## src/rtl/bus_pkg.sv

```systemverilog
// Shared types and constants for the two-master bus arbiter.
package bus_pkg;

  localparam int ADDR_W = 8;
  localparam int DATA_W = 32;

  // Upper address nibble that maps onto the DMAC register slave (S1).
  localparam logic [3:0] S1_REGION = 4'h0;

  typedef enum logic [1:0] {IDLE, G0, G1, HAND} arb_state_t;
  typedef enum logic [1:0] {RS_NONE, RS_S0, RS_S1} rsel_t;
  typedef enum logic {MST_M0, MST_M1} master_t;

endpackage

```

## src/rtl/bus_arb_fsm.sv

```systemverilog
// Round-robin arbitration FSM with a hold-time cap; owns state, last_served,
// hold_cnt and the registered grants.
module bus_arb_fsm
  import bus_pkg::*;
#(
  parameter int MAX_HOLD = 16
) (
  input  logic clk,
  input  logic reset_n,
  input  logic m0_req,
  input  logic m1_req,
  output logic m0_grant,
  output logic m1_grant
);

  localparam int HW = $clog2(MAX_HOLD);
  localparam logic [HW-1:0] HOLD_LAST = HW'(MAX_HOLD - 1);

  arb_state_t    state_q, state_d;
  master_t       last_q, last_d;
  logic [HW-1:0] hold_q, hold_d;
  logic          contested;

  // NOTE: every variable gets a default before the case so no latch is inferred.
  always_comb begin
    state_d = state_q;
    last_d  = last_q;
    hold_d  = '0;
    unique case (state_q)
      IDLE: begin
        if (m0_req && m1_req) state_d = (last_q == MST_M1) ? G0 : G1;
        else if (m0_req)      state_d = G0;
        else if (m1_req)      state_d = G1;
      end
      G0: begin
        if (!m0_req)                            state_d = m1_req ? G1 : IDLE;
        else if (m1_req && hold_q == HOLD_LAST) state_d = HAND;
      end
      G1: begin
        if (!m1_req)                            state_d = m0_req ? G0 : IDLE;
        else if (m0_req && hold_q == HOLD_LAST) state_d = HAND;
      end
      HAND: begin
        // The waiting master is the one that was not served last.
        if (last_q == MST_M0) state_d = m1_req ? G1 : IDLE;
        else                  state_d = m0_req ? G0 : IDLE;
      end
      default: state_d = IDLE;
    endcase

    if (state_d == G0 && state_q != G0) last_d = MST_M0;
    if (state_d == G1 && state_q != G1) last_d = MST_M1;

    contested = (state_q == G0 && m1_req) || (state_q == G1 && m0_req);
    if (contested && state_d == state_q) hold_d = hold_q + 1'b1;
  end

  // NOTE: sequential state uses non-blocking assignments only.
  always_ff @(posedge clk) begin
    if (!reset_n) begin
      state_q  <= IDLE;
      last_q   <= MST_M1;
      hold_q   <= '0;
      m0_grant <= 1'b0;
      m1_grant <= 1'b0;
    end else begin
      state_q  <= state_d;
      last_q   <= last_d;
      hold_q   <= hold_d;
      m0_grant <= (state_d == G0);
      m1_grant <= (state_d == G1);
    end
  end

endmodule

```

## src/rtl/bus_arbiter_2m.sv

```systemverilog
// Two-master shared-bus arbiter/interconnect: arbitration FSM, owner mux,
// slave address decode and registered read-return select.
module bus_arbiter_2m #(
  parameter int ADDR_W   = bus_pkg::ADDR_W,
  parameter int DATA_W   = bus_pkg::DATA_W,
  parameter int MAX_HOLD = 16
) (
  input  logic              clk,
  input  logic              reset_n,
  input  logic              M0_req,
  input  logic              M1_req,
  input  logic              M0_wr,
  input  logic              M1_wr,
  input  logic [ADDR_W-1:0] M0_address,
  input  logic [ADDR_W-1:0] M1_address,
  input  logic [DATA_W-1:0] M0_dout,
  input  logic [DATA_W-1:0] M1_dout,
  output logic              M0_grant,
  output logic              M1_grant,
  output logic [DATA_W-1:0] M_din,
  output logic [ADDR_W-1:0] S_address,
  output logic              S_wr,
  output logic [DATA_W-1:0] S_din,
  output logic              S0_sel,
  output logic              S1_sel,
  input  logic [DATA_W-1:0] S0_dout,
  input  logic [DATA_W-1:0] S1_dout
);

  bus_pkg::rsel_t rsel_q, rsel_d;
  logic           active;

  bus_arb_fsm #(.MAX_HOLD(MAX_HOLD)) u_fsm (
    .clk      (clk),
    .reset_n  (reset_n),
    .m0_req   (M0_req),
    .m1_req   (M1_req),
    .m0_grant (M0_grant),
    .m1_grant (M1_grant)
  );

  // Owner mux driven from the registered grants; an idle bus is all zero.
  always_comb begin
    S_address = '0;
    S_wr      = 1'b0;
    S_din     = '0;
    active    = 1'b0;
    if (M0_grant) begin
      S_address = M0_address;
      S_wr      = M0_wr;
      S_din     = M0_dout;
      active    = M0_req;
    end else if (M1_grant) begin
      S_address = M1_address;
      S_wr      = M1_wr;
      S_din     = M1_dout;
      active    = M1_req;
    end
  end

  always_comb begin
    S1_sel = active && (S_address[ADDR_W-1 -: 4] == bus_pkg::S1_REGION);
    S0_sel = active && !S1_sel;
  end

  always_comb begin
    rsel_d = bus_pkg::RS_NONE;
    if (S0_sel && !S_wr)      rsel_d = bus_pkg::RS_S0;
    else if (S1_sel && !S_wr) rsel_d = bus_pkg::RS_S1;
  end

  always_ff @(posedge clk) begin
    if (!reset_n) rsel_q <= bus_pkg::RS_NONE;
    else          rsel_q <= rsel_d;
  end

  always_comb begin
    unique case (rsel_q)
      bus_pkg::RS_S0: M_din = S0_dout;
      bus_pkg::RS_S1: M_din = S1_dout;
      default:        M_din = '0;
    endcase
  end

endmodule
```

## config.mk

```make
export PLATFORM = sky130hd
export DESIGN_NAME = bus_arbiter_2m
export DESIGN_NICKNAME = d
export VERILOG_FILES = /design/src/rtl/bus_pkg.sv /design/src/rtl/bus_arb_fsm.sv /design/src/rtl/bus_arbiter_2m.sv
export SDC_FILE = /design/constraint.sdc
export NUM_CORES = 1
export LEC_CHECK = 0
export ABC_CLOCK_PERIOD_IN_PS = 1500
export BUFFER_PORTS_ARGS = -buffer_cell sky130_fd_sc_hd__buf_2
export CAP_MARGIN = 20
export CORE_AREA = 2 2 89 91
export DETAILED_ROUTE_END_ITERATION = 8
export DIE_AREA = 0 0 91 93
export SLEW_MARGIN = 40
export SYNTH_ARGS = -nofsm -noshare
export SYNTH_HDL_FRONTEND = slang
export SYNTH_SLANG_ARGS = --single-unit
export TNS_END_PERCENT = 50
```

## constraint.sdc

```tcl
create_clock -name clk -period 1.5 [get_ports clk]
set_clock_uncertainty 0.1 [all_clocks]
set_input_delay 0.15 -clock clk [delete_from_list [all_inputs] [get_ports clk]]
set_output_delay 0.15 -clock clk [all_outputs]
set_load 0.005 [all_outputs]
```

Word-level counts from Yosys, hierarchy flattened --
Index checks and enable logic that the tools add are counted.
Storage, ports and cells: output and inout port bits 77, ROM bits 0, memories kept 0, word-level logic and storage cells 63, bits in latches 0, memory bits (writable) 0, bits of input ports 150, register bits 11
Operators by class: equality and inequality tests 11, bitwise logic cells 1, shifts and indexed selects 0, div/mod/pow operators 0, add/subtract/negate cells 1, reduce and logical (&&, ||, !) cells 20, multiply operators 0, mux-type cells 23, magnitude comparators 0
Operators with widths (number):
- 32-bit two-way mux | 2
- 32-bit case mux with 2 select lines | 1
- 2-bit two-way mux | 11
- 8-bit two-way mux | 2
- 1-bit logical AND | 12
- 2-bit == test, second input constant | 4
- 2-bit case mux with 4 select lines | 1
- 2-bit by 1-bit == test with 1-bit output, second input constant | 3
- 1-bit two-way mux | 6
- 4-bit by 1-bit adder with 4-bit output, second input constant | 1
- 4-bit == test, second input constant | 1
- 4-bit logical NOT | 1
- 2-bit OR reduction | 2
- 2-bit == test | 1
- 1-bit logical NOT | 2
- 2-bit logical NOT | 1
- 2-bit by 1-bit != test with 1-bit output, second input constant | 1
- 2-bit != test, second input constant | 1
- 2-bit AND reduction | 1
- 1-bit logical OR | 1
- 1-bit NOT | 1

Logic depth before layout (Yosys ltp) --
depth after elaboration 8, gate-level depth with buffers 5, depth with buffers taken out 4

Modules after synthesis --
Synthesis repeated with hierarchy kept, for this count alone.
Unflattened totals: cells, all modules 189, area total of the unflattened synthesis 1381.3 um2
By module, submodules not included:
- bus_arbiter_2m | area an instance 970.9 um2, cells an instance 146, times used 1, sequential area each 40.0 um2
- bus_arb_fsm | area an instance 410.4 um2, cells an instance 43, times used 1, sequential area each 180.2 um2

Worst setup path after synthesis --
OpenSTA, ideal clock, no wires.
path kind register -> output, start register u_fsm.m0_grant, end output S_address[0], stages on the path, launching flop included 4, arrival 1081 ps, path slack 169 ps, buffers on the path 2, data required time 1250 ps, cell sequence dfxtp_1 -> clkbuf_1 -> clkbuf_1 -> a22o_1
Between the ends: longest elaborated chain between the ends 1
RTL lines:
- start: declaration | RTL line bus_arb_fsm.sv:12 | output logic m0_grant,
- start signal: assignment | RTL line bus_arb_fsm.sv:70 | m0_grant <= (state_d == G0);
- 8-bit two-way mux | RTL line bus_arbiter_2m.sv:48 | if (M0_grant) begin
- end: declaration | RTL line bus_arbiter_2m.sv:21 | output logic [ADDR_W-1:0] S_address,
Every way passes these cells.

Worst setup path in the final report --
start register rsel_q[0], end output M_din[24]
Between the ends: longest elaborated chain between the ends 2, elaborated cells on any way between the ends 3, classes of those cells 2 x eq/ne; 1 x mux
RTL lines:
- start: declaration | RTL line bus_arbiter_2m.sv:30 | bus_pkg::rsel_t rsel_q, rsel_d;
- start signal: assignment | RTL line bus_arbiter_2m.sv:73 | if (!reset_n) rsel_q <= bus_pkg::RS_NONE;
- start signal: assignment | RTL line bus_arbiter_2m.sv:74 | else rsel_q <= rsel_d;
- 2-bit == test or 2-bit by 1-bit == test with 1-bit output (tied branches) | RTL line bus_arbiter_2m.sv:78 | unique case (rsel_q)
- 32-bit case mux with 2 select lines * | RTL line bus_arbiter_2m.sv:78
- end: declaration | RTL line bus_arbiter_2m.sv:20 | output logic [DATA_W-1:0] M_din,
Every way passes the cells marked *; elsewhere a longest branch is shown, timed or not.

==> metrics <==
pwr/cell area=404 mW/mm²; clock latency on the worst-skew pair=0.24 ns; share of Yosys cell area claimed by the top area cell type=0.250; status=finished, violations left; # nets final=570; final hold violations=0; Num CTS Buffers=3; Post-synth top cells=a22o_1 (40), nor2_1 (36), a22oi_1 (32); Crit path largest cell delay=0.36 ns; post-synth cell types=35; Async SR Flop Fraction=0; Worst Path Max Fanout=16; CP max stage cell=dfxtp_2; CP endpoint kind=primary output; worst setup path category=register to primary output; DRC=0; share of the yosys chip area belonging to registers=0.157; Synth Flop Type=dfxtp_1; setup TNS=-2.70 ns; ranking of synthesized cells by area=a22o_1 (25%), a22oi_1 (17%), dfxtp_1 (16%), nor2_1 (9.6%), clkbuf_1 (3.7%); Synth-to-Final Area Change=120%; RSZ-0062 raised after global routing=yes; CTS Sinks=11; startpoint types=register; DR iter-0 viols=91; cell area after synthesis=0.00140 mm²; die width=91 µm; final worst-path cycle share=1.07; final setup fails=56; crit path time final=1.60 ns; crit path cell chain=inv_2, ha_4, buf_12, a22oi_1, nor2_1, buf_2; cell accounting for the most synthesized area=a22o_1; CTS Buffer Depth=2; via/cell ratio=4.78; Ports=227; H-tree depth=1; Initial Util=0.187; Detailed Route WL=7540 µm; Post-Syn Nets=344; area of the core=0.00753 mm²; Filler Cell Count=759; Hold WC Path Type=input pin to register; Worst EP required=1.25 ns; I/O Buffers=226; hold_buf cts=0; yosys warns=0; antenna violations before repair=0; Pre-antenna DRT Iters=4; Worst-path clk slew=0.05 ns; WL per Instance=14.6 µm; All-Layer GR Usage=0.143; count leader, synth=a22o_1; fmax=624 MHz; Std-Cell Rows=32; largest net degree at the start of global routing=33; Slew headroom=0.670; failing checks=setup timing; Routability Congestion=0.776; pre-CTS WS=0.107 ns; ANT nets after route=0; Pleak=1.60 nW; worst slew pin tran=0.490 ns; estimated wirelength of the detail-placed design=5440 µm; CTS tree=built; max-cap violation count=0; min setup slack post-route=-0.102 ns; post-synthesis register bit count=11; fraction of layout cells with a size suffix above 1=0.685; Arr. time, crit path=1.35 ns; die area=0.00846 mm²; Die H=93 µm; Post-synth EDFFs=0; Post-Syn Instances=191; Overflow after GRT=0; via count=2475; global-route wire length before repair=10100 µm; Slew Limit Fails=0; n_diodes=0; Avg Cell Area, Syn=7.35 µm²; root buffer cell=clkbuf_8; vias in the first global route=2127; peak supply drop=0.000346 V
-- worst paths after layout --
path | startpoint | to | slack [ns] | cells past startpoint
worst max-delay path | rsel_q[0] | M_din[24] | -0.10 | 6
worst min-delay path | reset_n | u_fsm.last_q | 0.03 | 2
worst max register to register | u_fsm.hold_q[0] | u_fsm.m0_grant | 0.11 | 4
worst min register to register | u_fsm.hold_q[0] | u_fsm.hold_q[0] | 0.35 | 1
-- cell type report --
type	instances	area (µm²)	area share
Clock buffer	3	41.3	0.0134
Clock inverter	1	5.00	0.00162
Inverter	7	26.3	0.00850
Multi-Input combinational cell	152	1240	0.402
Sequential cell	11	228	0.0737
Tap cell	102	128	0.0413
Timing Repair Buffer	242	1420	0.460
-- repair_timing --
item | 4_1_cts | 5_1_grt
pin swaps | 2 | 3
resized for setup | 22 | 26
setup buffers | 0 | 2
setup endpoints to repair | 65 | 75
cloned | 3 | 3
-- kinds of logic (layout without fill, tap and decap cells) --
family | count (synthesis) | in the layout | synth area share
and+or+nand+nor | 61 | 61 | 0.201
buffers and inverters | 28 | 253 | 0.0873
xor gates and xnor gates | 3 | 3 | 0.0187
AOI/OAI and AO/OA | 85 | 85 | 0.510
DFF | 11 | 11 | 0.157
adders and majority gates | 3 | 3 | 0.0267
-- metal layers --
layer,up-vias,global-route usage,share of wire
li1,1200,-,-
met1,1141,0.188,0.41
met2,126,0.249,0.51
met3,8,0.0234,0.079
met4,0,0.0278,0.0066
met5,-,0,0
-- worst max-delay path: cells and delay by family, from the launching register on --
| kind | cells | cell delay [ns] |
|---|---|---|
| buf+inv | 3 | 0.33 |
| compound gates | 1 | 0.18 |
| fa+ha+maj | 1 | 0.18 |
| flops | 1 | 0.36 |
| simple gates | 1 | 0.06 |
-- report_power, final --
part           leakage (nW)  switching (mW)  internal, mW
logic                  1.48           0.268         0.359
registers            0.0918          0.0184         0.305
clock network        0.0255           0.116         0.183
-- cells in the final DEF, fill, tap and decap left out, types with 2 or more instances in the layout --
cell	netlist	layout
clkbuf_16	0	2
buf_4	1	4
nand2_1	6	6
a22oi_1	32	7
dfxtp_1	11	7
buf_12	0	5
a22o_1	40	40
and3_1	2	2
clkbuf_8	0	3
dfxtp_2	0	3
nand3_1	3	3
or3b_1	2	2
buf_2	5	226
xor2_1	2	2
inv_2	0	2
o2111a_1	2	2
nor2_1	36	36
a22oi_2	0	25
ha_4	0	2
nor2b_1	4	3
buf_16	0	2
nor3_1	2	2
inv_1	7	5
buf_6	1	2
-- metrics by stage --
stage	hold WS (ns)	total power, mW	cell area [µm²]	std cells	utilization
detailed placement	0.285	0.859	2680	506	0.356
finish	0.0278	1.25	3090	518	0.411
global placement	0.292	0.855	2680	506	0.356
CTS	0.0275	1.21	2910	513	0.386
floorplan	0.148	0.535	1400	191	-
global route	0.0454	1.32	3090	518	0.411
-- flip-flops by register name, indices dropped and copies added, names as in the netlist --
signal / cells
u_fsm.hold_q: 4
rsel_q: 2
u_fsm.state_q: 2
u_fsm.last_q: 1
u_fsm.m0_grant: 1
u_fsm.m1_grant: 1
No activity file was read; power rests on OpenSTA's default activity.
